--- src/rtl/sub_pkg.sv ---
// Shared constants, FSM state type and nibble select/insert helpers for the
// serial 16-bit subtractor.
package sub_pkg;

    localparam int unsigned WIDTH       = 16;
    localparam int unsigned NIBBLE      = 4;
    localparam int unsigned NUM_NIBBLES = 4;
    localparam int unsigned CNT_W       = 2;

    localparam logic [CNT_W-1:0] FIRST_NIBBLE = '0;
    localparam logic [CNT_W-1:0] LAST_NIBBLE  = CNT_W'(NUM_NIBBLES - 1);

    typedef enum logic [1:0] {
        IDLE = 2'd0,
        RUN  = 2'd1,
        DONE = 2'd2
    } state_t;

    function automatic logic [NIBBLE-1:0] get_nibble(
        input logic [WIDTH-1:0] word,
        input logic [CNT_W-1:0] idx
    );
        logic [NIBBLE-1:0] n;
        case (idx)
            2'd0:    n = word[3:0];
            2'd1:    n = word[7:4];
            2'd2:    n = word[11:8];
            default: n = word[15:12];
        endcase
        return n;
    endfunction

    function automatic logic [WIDTH-1:0] set_nibble(
        input logic [WIDTH-1:0]  word,
        input logic [CNT_W-1:0]  idx,
        input logic [NIBBLE-1:0] n
    );
        logic [WIDTH-1:0] w;
        w = word;
        case (idx)
            2'd0:    w[3:0]   = n;
            2'd1:    w[7:4]   = n;
            2'd2:    w[11:8]  = n;
            default: w[15:12] = n;
        endcase
        return w;
    endfunction

endpackage

--- src/rtl/nibble_subtractor.sv ---
// Combinational 4-bit subtract slice with borrow-in and borrow-out.
module nibble_subtractor
    import sub_pkg::*;
(
    input  logic [NIBBLE-1:0] a,
    input  logic [NIBBLE-1:0] b,
    input  logic              bi,
    output logic [NIBBLE-1:0] d,
    output logic              bo
);

    logic [NIBBLE:0] res;

    // The extra MSB goes to 1 exactly when the unsigned result is negative.
    always_comb begin
        res = {1'b0, a} - {1'b0, b} - {{NIBBLE{1'b0}}, bi};
        d   = res[NIBBLE-1:0];
        bo  = res[NIBBLE];
    end

endmodule

--- src/rtl/serial_sub16_ctrl.sv ---
// Serial 16-bit subtractor: one shared nibble slice walks the operands LSB
// first over four RUN cycles, then publishes the result for one DONE cycle.
module serial_sub16_ctrl
    import sub_pkg::*;
(
    input  logic             clk,
    input  logic             rst,
    input  logic             start,
    input  logic [WIDTH-1:0] a_in,
    input  logic [WIDTH-1:0] b_in,
    input  logic             bin,
    output logic             busy,
    output logic             done,
    output logic [WIDTH-1:0] diff,
    output logic             bout,
    output logic             zero
);

    state_t            state_q, state_d;
    logic [CNT_W-1:0]  cnt_q, cnt_d;
    logic [WIDTH-1:0]  a_q, a_d;
    logic [WIDTH-1:0]  b_q, b_d;
    logic              bin_q, bin_d;
    logic              borrow_q, borrow_d;
    logic [WIDTH-1:0]  work_q, work_d;
    logic [WIDTH-1:0]  diff_q, diff_d;
    logic              bout_q, bout_d;
    logic              zero_q, zero_d;
    logic              done_q, done_d;
    logic              busy_q, busy_d;

    logic [NIBBLE-1:0] slice_a;
    logic [NIBBLE-1:0] slice_b;
    logic              slice_bi;
    logic [NIBBLE-1:0] slice_d;
    logic              slice_bo;
    logic [WIDTH-1:0]  work_next;

    always_comb begin
        slice_a  = get_nibble(a_q, cnt_q);
        slice_b  = get_nibble(b_q, cnt_q);
        slice_bi = (cnt_q == FIRST_NIBBLE) ? bin_q : borrow_q;
    end

    nibble_subtractor u_slice (
        .a  (slice_a),
        .b  (slice_b),
        .bi (slice_bi),
        .d  (slice_d),
        .bo (slice_bo)
    );

    always_comb begin
        work_next = set_nibble(work_q, cnt_q, slice_d);

        state_d  = state_q;
        cnt_d    = cnt_q;
        a_d      = a_q;
        b_d      = b_q;
        bin_d    = bin_q;
        borrow_d = borrow_q;
        work_d   = work_q;
        diff_d   = diff_q;
        bout_d   = bout_q;
        zero_d   = zero_q;
        done_d   = 1'b0;
        busy_d   = busy_q;

        case (state_q)
            IDLE: begin
                if (start) begin
                    a_d      = a_in;
                    b_d      = b_in;
                    bin_d    = bin;
                    borrow_d = 1'b0;
                    cnt_d    = FIRST_NIBBLE;
                    state_d  = RUN;
                    busy_d   = 1'b1;
                end
            end
            RUN: begin
                work_d   = work_next;
                borrow_d = slice_bo;
                cnt_d    = cnt_q + 2'd1;
                // Visible outputs change only here so partial sums never leak.
                if (cnt_q == LAST_NIBBLE) begin
                    state_d = DONE;
                    done_d  = 1'b1;
                    diff_d  = work_next;
                    bout_d  = slice_bo;
                    zero_d  = (work_next == '0);
                end
            end
            DONE: begin
                state_d = IDLE;
                busy_d  = 1'b0;
            end
            default: begin
                state_d = IDLE;
                busy_d  = 1'b0;
            end
        endcase
    end

    always_ff @(posedge clk) begin
        if (rst) begin
            state_q  <= IDLE;
            cnt_q    <= '0;
            a_q      <= '0;
            b_q      <= '0;
            bin_q    <= 1'b0;
            borrow_q <= 1'b0;
            work_q   <= '0;
            diff_q   <= '0;
            bout_q   <= 1'b0;
            zero_q   <= 1'b1;
            done_q   <= 1'b0;
            busy_q   <= 1'b0;
        end else begin
            state_q  <= state_d;
            cnt_q    <= cnt_d;
            a_q      <= a_d;
            b_q      <= b_d;
            bin_q    <= bin_d;
            borrow_q <= borrow_d;
            work_q   <= work_d;
            diff_q   <= diff_d;
            bout_q   <= bout_d;
            zero_q   <= zero_d;
            done_q   <= done_d;
            busy_q   <= busy_d;
        end
    end

    assign busy = busy_q;
    assign done = done_q;
    assign diff = diff_q;
    assign bout = bout_q;
    assign zero = zero_q;

endmodule

--- config.mk ---
export PLATFORM = sky130hd
export DESIGN_NAME = serial_sub16_ctrl
export DESIGN_NICKNAME = d
export VERILOG_FILES = /design/src/rtl/sub_pkg.sv /design/src/rtl/nibble_subtractor.sv /design/src/rtl/serial_sub16_ctrl.sv
export SDC_FILE = /design/constraint.sdc
export NUM_CORES = 1
export LEC_CHECK = 0
export ABC_AREA = 1
export CAP_MARGIN = 20
export CORE_UTILIZATION = 38
export DETAILED_ROUTE_END_ITERATION = 10
export DONT_BUFFER_PORTS = 1
export SETUP_SLACK_MARGIN = 0.5
export SYNTH_ARGS = -nofsm -noshare
export SYNTH_HDL_FRONTEND = slang
export SYNTH_SLANG_ARGS = --single-unit
--- constraint.sdc ---
create_clock -name clk -period 4.45 [get_ports clk]
set_clock_uncertainty 0.05 [all_clocks]
set_input_delay 0.6675 -clock clk [delete_from_list [all_inputs] [get_ports clk]]
set_output_delay 0.6675 -clock clk [all_outputs]
set_load 0.05 [all_outputs]
# Word level (Yosys, flattened, before mapping)
# Index checks and enable logic that the tools add are counted.
# Widths: inputs -> output; s select.
# totals
regBits,74
in_bits,36
# op_classes
add_sub_neg,3
eq_ne,6
n_mux,17
bitwise,1
n_reduce_logical,11
# ops
op,count
$pmux 4 s3,2
$logic_not 16->1,1
$mux 4,4
$reduce_and 2->1,5
$pmux 2 s2,2
$mux 2,3
$sub 4x4->5,1
$sub 5x1->5,1
$eq 2x1->1 const B,2
$eq 2x2->1 const B,2
$logic_not 2->1,2
$mux 1,4
$ne 2x2->1 const B,2
$pmux 1 s2,2
$reduce_or 3->1,1
$add 2x1->2 const B,1
$reduce_bool 2->1,1
$reduce_or 2->1,1
$not 1->1,1

# Longest topological paths before layout
# Gate-level depths: netlist (run 1).
# logic_depth
word_depth,6
depth_mapped,20
mapped_depth_nobuf,20

# Modules after synthesis
# From an unflattened synthesis (run 1), not the netlist that was laid out.
# unflattened
hier_cells,450
hier_area_um2,3256.9
# modules_own_cells
mod,instances,cells_each,area_per_inst_um2
serial_sub16_ctrl,1,415,3026.7
nibble_subtractor,1,35,230.2

# Worst setup path after synthesis (run 1)
# No wires, ideal clock.
# synth_timing
path_kind,reg-to-reg
from,reg cnt_q[0]
to,reg zero_q (netlist: zero)
arrival_time_ns,2.859
path_slack_ns,1.481
stages_incl_launch_ff,20
n_path_buf,1
path_cell_list,dfxtp_1 > inv_1 > ha_1 > buf_2 > a21oi_1 > a31oi_1 > fa_1 > fa_1 > inv_1 > nand2_1 > nand2_1 > nor2_1 > nand2_1 > nor2_1 > nand2_1 > nor2_1 > nand3_1 > nor2_1 > nand2_1 > nand2_1
# synth_between
elab_chain_len,6
# synth_lines
item,line_no,rtl
from (decl),serial_sub16_ctrl.sv:20,"logic [CNT_W-1:0] cnt_q, cnt_d;"
from (signal assigned),serial_sub16_ctrl.sv:121,cnt_q <= cnt_d;
"$eq 2x2->1, or another cell as far along","sub_pkg.sv:24, sub_pkg.sv:40",
$pmux 4 s3,sub_pkg.sv:24,case (idx)
$sub 4x4->5,nibble_subtractor.sv:16,"res = {1'b0, a} - {1'b0, b} - {{NIBBLE{1'b0}}, bi};"
$sub 5x1->5,nibble_subtractor.sv:16,
$mux 4,sub_pkg.sv:40,case (idx)
$logic_not 16->1,serial_sub16_ctrl.sv:91,zero_d = (work_next == '0);
to (signal assigned),serial_sub16_ctrl.sv:129,zero_q <= zero_d;
to (decl),serial_sub16_ctrl.sv:28,"logic zero_q, zero_d;"
# Several ways; a longest one is shown, not always the timed one.
# A chain may end at the register's enable or synchronous reset.

# Worst setup path in the final report (run 1)
# Ends and elaborated chain as after synthesis.

==> flow_summary.toml, run 1 <==
[timing]
min_period_ns = 3.36
setup-tns-final_ns = 0
tightestPinTransition_ns = 0.810
finalHoldViolations = 0
setup_viol = 0
grt_setup_unrepaired = "false"
max_freq_mhz = 297
post-route-period-util = 0.756
slew_headroom = 0.457
slew_viol_final = 0

[layout]
layout.nets = 473
area_growth_pct = 7.04
design_area_mm2 = 0.00344
antenna_cells = 0
final_common_cell = "nor2_1"
fill_cells = 835
layout_common_cells = "nor2_1 (89), dfxtp_1 (74), o21ai_0 (69)"
drive_gt1_frac = 0.0559

[cts]
cts.root.buffer_cell = "clkbuf_8"
clkTransAtPathRegs_ns = 0.07
insertion_delay_ns = 0.35
cts_tree = "built"
numCtsBuffers = 9
post_cts_resized = 0
postCtsHoldBufs = 0
ctsLongestPathBuffers = 2
post_cts.repair.setup_buffers = 0
htreeDepth = 3
numClockSinks = 74

[detailed_routing]
drtIter0Drc = 145
drcViolationCount = 0
wl_per_cell_um = 14.4
num_vias = 2774
ant_nets = 0
viasPerCell = 5.19
first_pass_iters = 4
totalWireLength_mm = 7.68

[floorplan]
io_pins = 56
rows = 33
die-area_mm2 = 0.00884
fp.dieH_um = 94.0
start_util = 0.392
die_w_um = 94.0
core_mm2 = 0.00822

[pwr]
worst_ir_drop_vdd_v = 0.000179
switchingPower_w = 0.000441
power.density_mw_per_mm2 = 431
switching_share = 0.297
cellInternalPower_w = 0.00104
combPwrFrac = 0.177
clockPowerShare = 0.326
p_leak_nw = 1.51
p_seq_frac = 0.496

[grt]
grt_usage = 0.187
grt_max_degree = 38
overflow = 0
grt_pass1_vias = 2648
grt_pass1_wl_mm = 12.7
antenna_found_initial = 0

[place]
place_hpwl_mm = 5.35
place_congestion = 0.847
numPortBuffers = 0
placed_cell_area_mm2 = 0.00327

[synth]
synthCells = 435
synth_area_mm2 = 0.00322
synth.distinct_cells = 29
async_flop_share = 0
synthesis.nets = 482
synth_edf_count = 0
synth.top_cell.area_share = 0.460
seq_area_frac_synth = 0.460
ys_seq_elements = 74
synth_top_area_cell = "dfxtp_1"
postSynthAreaPerCell_um2 = 7.40
synthTopCellsByArea = "dfxtp_1 (46%), o21ai_0 (11%), nor2_1 (10%)"
ys.flop_type = "dfxtp_1"
yosysWarnings = 0

[status]
status = "complete, no violations"

[worst_setup_path]
cp-end-kind = "flop"
cp.arrival_ns = 3.61
cp_max_fo = 16
crit_type = "flop to flop"
start_kind = "flop"
cp.required_ns = 4.69

[min_path]
hold_class = "input port to flop"

[run]
maxCapViolations = 0
flip-flops by register name, indices dropped and copies added (netlist names), 2 cells and up:
signal / cells
a_q: 16
cnt_q: 2
work_q: 16
b_q: 16
state_q: 2
diff: 16
power by group through the flow:
stage / clock network (W) / registers (W) / logic, W
2_1_floorplan: 0 / 0.000741 / 0.000209
3_3_place_gp: 0 / 0.000751 / 0.000256
3_5_place_dp: 0 / 0.000751 / 0.000261
4_1_cts: 0.000495 / 0.000736 / 0.000263
5_1_grt: 0.000526 / 0.000741 / 0.000301
6_report: 0.000484 / 0.000737 / 0.000263
worst max-delay path, cell delays in order (launching register included):
cell and delay (ns):
dfxtp_1 0.35, inv_1 0.13, ha_1 0.56, a22o_1 0.22, o22ai_1 0.08, fa_1 0.42
fa_1 0.55, inv_1 0.08, nand2_1 0.06, o21ai_0 0.10, nor2_1 0.20, nand3_1 0.10
nor2_1 0.12, nand3_1 0.09, nor2_1 0.10, nand2_1 0.06, nand2_1 0.05
cell usage after synthesis (all sizes together) (4+ instances only):
cell and number:
buf 7, a31oi 10, inv 33, ha 9, nor2 91, o21ai 69
clkbuf 15, nand3 21, dfxtp 74, nand2 63, o22ai 4, a21oi 20
a22o 4
layout make-up:
class	count	area, um2	area share
repair buffers	2	15.0	0.00436
flip-flops and latches	74	1480	0.430
clock inverters	4	45.0	0.0131
multi-input cells	305	1520	0.440
well taps	105	131	0.0381
clock buffers	10	128	0.0371
inverters	34	128	0.0371
per-stage QoR:
stage                     utilization  setup slack [ns]  std cells  hold WS [ns]  power [W]
after CTS                       0.419              1.15        534         0.319    0.00149
after detailed placement        0.398              1.17        520         0.399    0.00101
after global routing            0.419             0.820        534         0.312    0.00157
after global placement          0.398              1.27        520         0.397    0.00101
final                           0.419              1.09        534         0.328    0.00148
after floorplan                     -              1.48        435         0.380   0.000949
cells by family after synthesis:
kind of cell             Yosys count  synth area share
AND/OR/NAND/NOR                  179             0.228
AO/OA/AOI/OAI                    114             0.193
XOR/XNOR                           1           0.00272
buffers and inverters             56            0.0684
flip-flops                        74             0.460
adder cells (fa/ha/maj)           11            0.0474
final timing paths:
check             startpoint   endpoint  slack [ns]  cells after the start
setup reg to reg    cnt_q[0]       zero        1.09                     16
hold reg to reg    work_q[1]  work_q[1]        0.41                      2
hold / removal           rst   borrow_q        0.33                      1
setup / recovery    cnt_q[0]       zero        1.09                     16
metal layers:
layer  GRT usage  vias to the layer above  wire length, um
li1            -                     1410                -
met1       0.246                     1267             3620
met4      0.0679                        0              144
met3      0.0631                       14              477
met5           0                        -                0
met2       0.283                       83             3440
No activity file was read; power rests on OpenSTA's default activity.
==> run 2: changes to the inputs <==
clock period = 2.7 ns   (was 4.45 ns; I/O delays follow)
==> run 2 against run 1 <==
  * The flow now finishes with violations (negative setup slack)
  * First-iteration DRC count decreased by 9.0%
  * Critical path depth unchanged
  * Utilization up 6.9 points
  * Die area unchanged
  * Clock-buffer cell count up 1
  * Critical path type unchanged
  * Global-route usage grew 0.35 points
  * Power up 95%
  * Cell count grew 6.2%
  * Fmax increased by 22%
  * Sequential share of layout area down 5.9 points
==> flow_summary.toml, run 2 (synthesized netlist as in run 1, its figures left out) <==
[layout]
layout.nets = 504
multi_input_area_mm2 = 0.00174
final-seq-area_mm2 = 0.00149
antenna_cells = 0
design_area_mm2 = 0.00401
drive_gt1_frac = 0.219
final-instance-count-excl-fill = 567
layout_common_cells = "nor2_1 (87), dfxtp_1 (72), o21ai_0 (59)"
fill_cells = 789
area_growth_pct = 24.6
final_util = 0.488
final_common_cell = "nor2_1"

[cts]
clkTransAtPathRegs_ns = 0.07
ctsLongestPathBuffers = 2
numCtsBuffers = 9
htreeDepth = 3
cts_tree = "built"
cts.root.buffer_cell = "clkbuf_8"
insertion_delay_ns = 0.35
numClockSinks = 74

[floorplan]
die-area_mm2 = 0.00884
rows = 33
core_mm2 = 0.00822
fp.dieH_um = 94.0
start_util = 0.392
io_pins = 56
die_w_um = 94.0

[detailed_routing]
num_vias = 2898
wl_per_cell_um = 14.5
drcViolationCount = 0
viasPerCell = 5.11
drtIter0Drc = 132
totalWireLength_mm = 8.19
ant_nets = 0
first_pass_iters = 4

[min_path]
hold_start = "rst"
hold_class = "input port to flop"
whs_endpoint = "cnt_q[1]"
worstHoldPathCells = 1

[worst_setup_path]
cp-startpoint = "cnt_q[0]"
slowest_stage = "fa_1"
reg2reg_to = "zero"
crit_type = "flop to flop"
cp.required_ns = 2.94
cp_top_family = "adder cells"
cp_max_fo = 5
slowest_delay_ns = 0.54
start_kind = "flop"
reg2regPathDepth = 16
reg2reg_from = "cnt_q[0]"
r2r_setup_slack_ns = -0.07
crit_path_cell_trace = "inv_4 > ha_4 > a21oi_2 > a31oi_2 > fa_2 > fa_1 > nand2_1 > o21ai_2 > nand3_1 > nor2_1 > nand2_1 > nor2_1 > nand3_1 > nor2_1 > nand2_1 > nand2_1"
cpMostUsedCell = "nand2_1"
cp.arrival_ns = 3.01
cp.buffers_inverters = 1
cp-end-kind = "flop"

[pwr]
worst_ir_drop_vdd_v = 0.000280
cellInternalPower_w = 0.00207
p_leak_nw = 1.72
clockPowerShare = 0.368
p_seq_frac = 0.419
combPwrFrac = 0.213
switching_share = 0.287
switchingPower_w = 0.000832
power.density_mw_per_mm2 = 723

[place]
place_hpwl_mm = 5.54
place_congestion = 0.852
dp.cells = 538
numPortBuffers = 0
placed_cell_area_mm2 = 0.00347

[timing]
fin_ws_ns = -0.0674
slew_viol_final = 0
slew_headroom = 0.641
max_freq_mhz = 361
grt_setup_unrepaired = "true"
setup_viol = 1
min_period_ns = 2.77
finalHoldViolations = 0
tightestPinTransition_ns = 0.538
post-route-period-util = 1.02

[grt]
grt_max_degree = 36
grt_usage = 0.191
antenna_found_initial = 0
overflow = 0
grt_pass1_wl_mm = 13.0
grt_pass1_vias = 2724

[status]
status = "complete, but fails checks"
violations = "negative setup slack"

[run]
maxCapViolations = 0
run 2: changes by cell type in the layout (fill, tap and decap cells not counted), moves of 6 or more:
cell	change
o21ai_0	-10
nand2_1	-8
nand2_2	+6
buf_4	+29
run 2: power by group through the flow:
stage          clock network [W]  registers [W]  logic, W
6_report                 0.00107        0.00121  0.000618
5_1_grt                  0.00113        0.00122  0.000682
4_1_cts                  0.00109        0.00121  0.000541
3_5_place_dp                   0        0.00124  0.000480
3_3_place_gp                   0        0.00124  0.000475
2_1_floorplan                  0        0.00122  0.000360
run 2: worst max-delay path by stage:
stage | depth (start not counted) | endpoint
floorplan | 19 | zero
global placement | 16 | zero
detailed placement | 18 | zero
CTS | 18 | zero
global route | 18 | zero
finish | 16 | zero
run 2: area by class of cell:
class	instances	area share
Multi-Input combinational cell	305	0.434
Sequential cell	74	0.371
Timing Repair Buffer	33	0.0646
Clock buffer	11	0.0378
Inverter	34	0.0343
Tap cell	105	0.0328
Clock inverter	5	0.0250
run 2: through the flow:
step                hold slack [ns]  TNS (ns)  power, W  worst slack, ns
global route                 0.0563    -0.314   0.00304           -0.314
global placement              0.402         0   0.00171           0.0313
finish                       0.0773   -0.0674   0.00290          -0.0674
CTS                          0.0625   -0.0400   0.00284          -0.0400
floorplan                     0.387         0   0.00158           0.0220
detailed placement            0.407   -0.0515   0.00172          -0.0515
run 2: what timing repair did:
| item | 4_1_cts | 5_1_grt |
|---|---|---|
| endpoints found under the setup margin | 27 | 28 |
| setup buffers | 7 | 6 |
| resized for setup | 18 | 32 |
| hold buffers | 0 | 0 |
| pin swaps | 6 | 6 |
run 2: routing by layer:
layer,vias up,routed length [um],GRT usage
li1,1479,-,-
met1,1353,3950,0.250
met2,50,3730,0.302
met3,16,365,0.0485
met4,0,150,0.0654
met5,-,0,0
